**config.mk**
```make
export PLATFORM = sky130hd
export DESIGN_NAME = lamp_scheduler
export DESIGN_NICKNAME = d
export VERILOG_FILES = /design/src/rtl/lamp_pkg.sv /design/src/rtl/lamp_step_timer.sv /design/src/rtl/lamp_scheduler.sv
export SDC_FILE = /design/constraint.sdc
export NUM_CORES = 1
export LEC_CHECK = 0
export ABC_CLOCK_PERIOD_IN_PS = 2200
export BUFFER_PORTS_ARGS = -buffer_cell sky130_fd_sc_hd__buf_2
export CELL_PAD_IN_SITES_DETAIL_PLACEMENT = 1
export CELL_PAD_IN_SITES_GLOBAL_PLACEMENT = 1
export CORE_MARGIN = 2
export CORE_UTILIZATION = 38
export DETAILED_ROUTE_END_ITERATION = 6
export PLACE_DENSITY_LB_ADDON = 0.3
export SLEW_MARGIN = 20
export SYNTH_ARGS = -nofsm -noshare
export SYNTH_HDL_FRONTEND = slang
export SYNTH_HIERARCHICAL = 1
export SYNTH_SLANG_ARGS = --single-unit
```
**constraint.sdc**
```tcl
create_clock -name clock -period 2.2 [get_ports clock]
set_input_delay 0.66 -clock clock [delete_from_list [all_inputs] [get_ports clock]]
set_output_delay 0.66 -clock clock [all_outputs]
set_load 0.02 [all_outputs]
```
**src/rtl/lamp_pkg.sv**
```systemverilog
// Shared types and constants for the tail-light sequencer.
package lamp_pkg;

  localparam int unsigned LED_W        = 10;
  localparam int unsigned STATE_CODE_W = 4;
  localparam int unsigned STEP_W       = 2;
  localparam int unsigned GRP_W        = 3;
  localparam int unsigned CENTRE_W     = 4;

  // Bit positions of the three lamp groups on the LED bar
  localparam int unsigned LEFT_LSB   = 7;
  localparam int unsigned CENTRE_LSB = 3;
  localparam int unsigned RIGHT_LSB  = 0;

  // Encodings double as the HEX state code
  typedef enum logic [1:0] {
    ST_IDLE   = 2'd0,
    ST_LEFT   = 2'd1,
    ST_RIGHT  = 2'd2,
    ST_HAZARD = 2'd3
  } lamp_state_e;

  // Sweep patterns per step; the left group is the mirror image of the right
  localparam logic [GRP_W-1:0] SWEEP_R [0:3] = '{3'b001, 3'b011, 3'b111, 3'b000};
  localparam logic [GRP_W-1:0] SWEEP_L [0:3] = '{3'b100, 3'b110, 3'b111, 3'b000};

  // Lamp pattern implied by state and step, before any brake overlay
  function automatic logic [LED_W-1:0] base_pattern(input lamp_state_e st,
                                                    input logic [STEP_W-1:0] stp);
    logic [LED_W-1:0] p;
    p = '0;
    case (st)
      ST_LEFT:  p[LEFT_LSB +: GRP_W]  = SWEEP_L[stp];
      ST_RIGHT: p[RIGHT_LSB +: GRP_W] = SWEEP_R[stp];
      ST_HAZARD: begin
        if (!stp[0]) begin
          p[LEFT_LSB +: GRP_W]  = '1;
          p[RIGHT_LSB +: GRP_W] = '1;
        end
      end
      default: p = '0;
    endcase
    return p;
  endfunction

endpackage

```
**src/rtl/lamp_step_timer.sv**
```systemverilog
// Prescaler: turns divider ticks into animation step events (one per STEP_TICKS ticks).
module lamp_step_timer #(
  parameter int unsigned STEP_TICKS = 1
) (
  input  logic clock,
  input  logic reset_n,
  input  logic tick,
  output logic step_evt
);

  localparam int unsigned CNT_W = 4;
  localparam logic [CNT_W-1:0] LAST = CNT_W'(STEP_TICKS - 1);

  logic [CNT_W-1:0] cnt;

  // Event fires in the same cycle as the tick that completes the count
  assign step_evt = tick && (cnt == LAST);

  // Count ticks, wrapping to zero on the step event
  always_ff @(posedge clock or negedge reset_n) begin
    if (!reset_n) begin
      cnt <= '0;
    end else if (tick) begin
      cnt <= (cnt == LAST) ? '0 : cnt + CNT_W'(1);
    end
  end

endmodule

```
**src/rtl/lamp_scheduler.sv**
```systemverilog
// Tail-light sequencer: arbitrates turn/hazard requests and steps the lamp animation.
// Optional brake overlay and req_brake port enabled by defining LAMP_BRAKE_EN.
module lamp_scheduler
  import lamp_pkg::*;
#(
  parameter int unsigned STEP_TICKS = 1
) (
  input  logic                    clock,
  input  logic                    reset_n,
  input  logic                    tick,
  input  logic                    req_left,
  input  logic                    req_right,
  input  logic                    req_hazard,
`ifdef LAMP_BRAKE_EN
  input  logic                    req_brake,
`endif
  output logic [LED_W-1:0]        ledr,
  output logic [STATE_CODE_W-1:0] state_code,
  output logic                    busy
);

  logic              step_evt;
  lamp_state_e       state;
  lamp_state_e       state_nx;
  lamp_state_e       arb_c;
  logic [STEP_W-1:0] step;
  logic [STEP_W-1:0] step_nx;
  logic              hz_c;

  lamp_step_timer #(
    .STEP_TICKS(STEP_TICKS)
  ) u_step_timer (
    .clock   (clock),
    .reset_n (reset_n),
    .tick    (tick),
    .step_evt(step_evt)
  );

  // Request priority: hazard (or both turns) over left over right
  always_comb begin
    hz_c = req_hazard | (req_left & req_right);
    if (hz_c) begin
      arb_c = ST_HAZARD;
    end else if (req_left) begin
      arb_c = ST_LEFT;
    end else if (req_right) begin
      arb_c = ST_RIGHT;
    end else begin
      arb_c = ST_IDLE;
    end
  end

  // Next state/step; only a step event can move the machine
  always_comb begin
    state_nx = state;
    step_nx  = step;
    if (step_evt) begin
      case (state)
        ST_IDLE: begin
          state_nx = arb_c;
          step_nx  = '0;
        end
        ST_LEFT, ST_RIGHT: begin
          if (hz_c) begin
            state_nx = ST_HAZARD;
            step_nx  = '0;
          end else if (step == STEP_W'(3)) begin
            // Still-held request re-wins arbitration, restarting the sweep
            state_nx = arb_c;
            step_nx  = '0;
          end else begin
            step_nx = step + STEP_W'(1);
          end
        end
        ST_HAZARD: begin
          if (hz_c) begin
            step_nx = step + STEP_W'(1);
          end else begin
            state_nx = arb_c;
            step_nx  = '0;
          end
        end
        default: begin
          state_nx = ST_IDLE;
          step_nx  = '0;
        end
      endcase
    end
  end

  // State and step registers
  always_ff @(posedge clock or negedge reset_n) begin
    if (!reset_n) begin
      state <= ST_IDLE;
      step  <= '0;
    end else begin
      state <= state_nx;
      step  <= step_nx;
    end
  end

`ifdef LAMP_BRAKE_EN
  logic brake_q;

  // Brake level is registered every clock, independent of tick
  always_ff @(posedge clock or negedge reset_n) begin
    if (!reset_n) begin
      brake_q <= 1'b0;
    end else begin
      brake_q <= req_brake;
    end
  end

  // Animation pattern with brake overlay on centre and idle turn group
  always_comb begin
    ledr = base_pattern(state, step);
    if (brake_q) begin
      ledr[CENTRE_LSB +: CENTRE_W] = '1;
      if (state == ST_LEFT) begin
        ledr[RIGHT_LSB +: GRP_W] = '1;
      end else if (state == ST_RIGHT) begin
        ledr[LEFT_LSB +: GRP_W] = '1;
      end
    end
  end
`else
  // Animation pattern straight from the registered state and step
  always_comb begin
    ledr = base_pattern(state, step);
  end
`endif

  assign state_code = STATE_CODE_W'(state);
  assign busy       = (state != ST_IDLE);

endmodule

```
==> impl_metrics.env <==
export IMPL_status="finished clean"
export IMPL_cp_end_kind="output pin"
export IMPL_pre_cts_slack_ps=422
export IMPL_synth_area_um2=629
export IMPL_cts_resized=0
export IMPL_syn_instance_count=67
export IMPL_grt_ovfl_total=0
export IMPL_critPathBufInv=2
export IMPL_cts_root_buf="clkbuf_4"
export IMPL_gp_congestion=0.803
export IMPL_cts_buffers=3
export IMPL_fin_util_pct=47.0
export IMPL_grt_start_max_net_pins=9
export IMPL_grt_pass1_wl_mm=1.99
export IMPL_grt_usage_pct=13.6
export IMPL_maxCapViolCount=0
export IMPL_fin_worst_skew_ps=0.216
export IMPL_post_route_cell_area_um2=716
export IMPL_cts_setup_buffers=0
export IMPL_arrival_ps=1370
export IMPL_die_h_um=44.7
export IMPL_clk_pin_slew_ps=50
export IMPL_place_hpwl_um=919
export IMPL_grt_pass1_vias=488
export IMPL_fin_nets=100
export IMPL_timing_final_crit_share_pct=92.5
export IMPL_start_util_pct=41.3
export IMPL_final_cell_mix="buf_2 (14), ha_1 (9), inv_1 (8), dfrtp_1 (8), nand2_1 (7)"
export IMPL_wl_per_cell_um=11.0
export IMPL_dr_first_iter_drc_count=6
export IMPL_areaGrowthSynthToFinish_pct=13.7
export IMPL_tritoncts="built"
export IMPL_rsz0062_at_grt="false"
export IMPL_num_vias=483
export IMPL_critPathTopFamily="flip-flops"
export IMPL_yosysUniqueCellTypes=25
export IMPL_max_stage_delay_ps=370
export IMPL_cts_buffer_depth=2
export IMPL_crit_path_cell_trace="inv_1, ha_1, o21ai_0, buf_2"
export IMPL_clock_sinks=8
export IMPL_leakage_nw=0.386
export IMPL_cp_max_fo=4
export IMPL_yosysWarnings=6
export IMPL_critical_path_class="reg -> out"
export IMPL_drive_above_1_share_pct=28.9
export IMPL_ant_nets=0
export IMPL_remaining_drc_errors=0
export IMPL_hold_class="in -> async"
export IMPL_placed_cell_area_um2=693
export IMPL_start_kind="flop"
export IMPL_io_buffers=14
export IMPL_die_w_um=44.7
export IMPL_die_area_um2=2000
export IMPL_timing_final_max_slew_violations=0
export IMPL_ir_drop_mv=0.493
export IMPL_ys_seq_area_share_pct=31.8
export IMPL_clk_latency_ps=250
export IMPL_cts_max_level=1
export IMPL_pin_count=21
export IMPL_core_area_um2=1520
export IMPL_row_count=14
export IMPL_dr_pass1_iters=2
export IMPL_antenna_found_initial=0
export IMPL_routed_via_density=4.88
export IMPL_setup_tns_ps=0
export IMPL_final_hold_violation_count=0
export IMPL_final_common_cell="buf_2"
export IMPL_cts_hold_buffers=0
export IMPL_ys_ff_latch=8
export IMPL_p_per_area_nw_per_um2=1500
export IMPL_post_route_min_period_ps=2030
export IMPL_routed_wl_mm=1.09
export IMPL_diodes=0
export IMPL_crit_slowest_cell="dfrtp_1"
export IMPL_syn_mean_instance_area_um2=9.39
export IMPL_layout_setup_ws_ps=166
export IMPL_crit_required_ps=1540
export IMPL_setup_violations=0
export IMPL_fmax_mhz=492
[worst reg2reg max path, stage by stage, from the launching register on]
cell and delay (ps):
dfrtp_1 420, inv_1 80, ha_1 160, nor3b_2 180, and2_1 230, mux2_2 360
[report_power, final]
part / total, W / switching (W) / internal (W)
clock network: 0.000111 / 0.0000487 / 0.0000623
logic: 0.000673 / 0.000415 / 0.000259
registers: 0.000290 / 0.0000726 / 0.000218
total: 0.00107 / 0.000536 / 0.000538
[cell usage after synthesis]
library cell  n  area [um2]
o2bb2ai_1     1        8.76
ha_1          9         113
and2_1        1        6.26
nand2b_4      1        13.8
nand3b_1      1        7.51
nand2_1       7        26.3
dfrtp_1       8         200
nand4_1       1        6.26
o211ai_2      1        12.5
o21ai_1       2        10.0
a211oi_2      1        12.5
nand2b_1      2        12.5
conb_1        1        3.75
nor3b_2       1        12.5
mux2_2        1        11.3
nor2_1        2        7.51
buf_4         6        45.0
xnor2_1       1        8.76
and3_1        1        6.26
nor2b_1       1        6.26
a21bo_2       1        10.0
inv_1         8        30.0
a21oi_2       1        8.76
o21ai_0       6        30.0
mux2i_1       2        20.0
[through the flow]
stage / power (W) / std cells / hold WS (ps)
2_1_floorplan: 0.000782 / 72 / 364
3_5_place_dp: 0.000978 / 96 / 514
5_1_grt: 0.00119 / 99 / 235
6_report: 0.00107 / 99 / 241
4_1_cts: 0.00110 / 99 / 239
3_3_place_gp: 0.000961 / 96 / 507
[kinds of logic (layout without fill, tap and decap cells)]
| logic type | after synthesis | in the layout | share of synthesized area [%] |
|---|---|---|---|
| AO/OA/AOI/OAI | 13 | 13 | 14.7 |
| XOR/XNOR | 1 | 1 | 1.39 |
| adder cells (fa/ha/maj) | 9 | 9 | 17.9 |
| buffers and inverters | 14 | 25 | 11.9 |
| flip-flops | 8 | 8 | 31.8 |
| multiplexers | 3 | 3 | 4.97 |
| other | 1 | 6 | 0.596 |
| AND/OR/NAND/NOR | 18 | 18 | 16.7 |
[sequential cells by signal, indices dropped and copies added (netlist names)]
| register | count |
|---|---|
| step | 2 |
| state | 2 |
| u_step_timer/cnt | 4 |
[final cells by class]
cell class / count / area, um2
Multi-Input combinational cell: 50 / 373
Clock buffer: 3 / 22.5
Sequential cell: 8 / 200
Fill cell: 196 / 808
Inverter: 8 / 30.0
Tap cell: 16 / 20.0
Timing Repair Buffer: 14 / 70.1
[routing by layer]
metal / vias to the layer above / GRT usage [%] / part of all wire (%)
li1: 244 / - / -
met5: - / 0 / 0
met2: 14 / 20.3 / 47
met3: 0 / 3.60 / 5.9
met1: 225 / 18.7 / 47
met4: 0 / 5.45 / 0
[final timing paths]
| path | start | end | slack [ps] | cells after the start |
|---|---|---|---|---|
| hold / removal | reset_n | u_step_timer/cnt[2] | 240 | 1 |
| min in group clock | u_step_timer/cnt[3] | u_step_timer/cnt[3] | 520 | 1 |
| setup / recovery | step[0] | ledr[8] | 170 | 4 |
| max in group asynchronous | reset_n | u_step_timer/cnt[3] | 1790 | 1 |
| setup reg to reg | u_step_timer/cnt[0] | step[1] | 650 | 5 |
| hold reg to reg | u_step_timer/cnt[3] | u_step_timer/cnt[3] | 520 | 1 |
(Power assumes the default switching activity.)
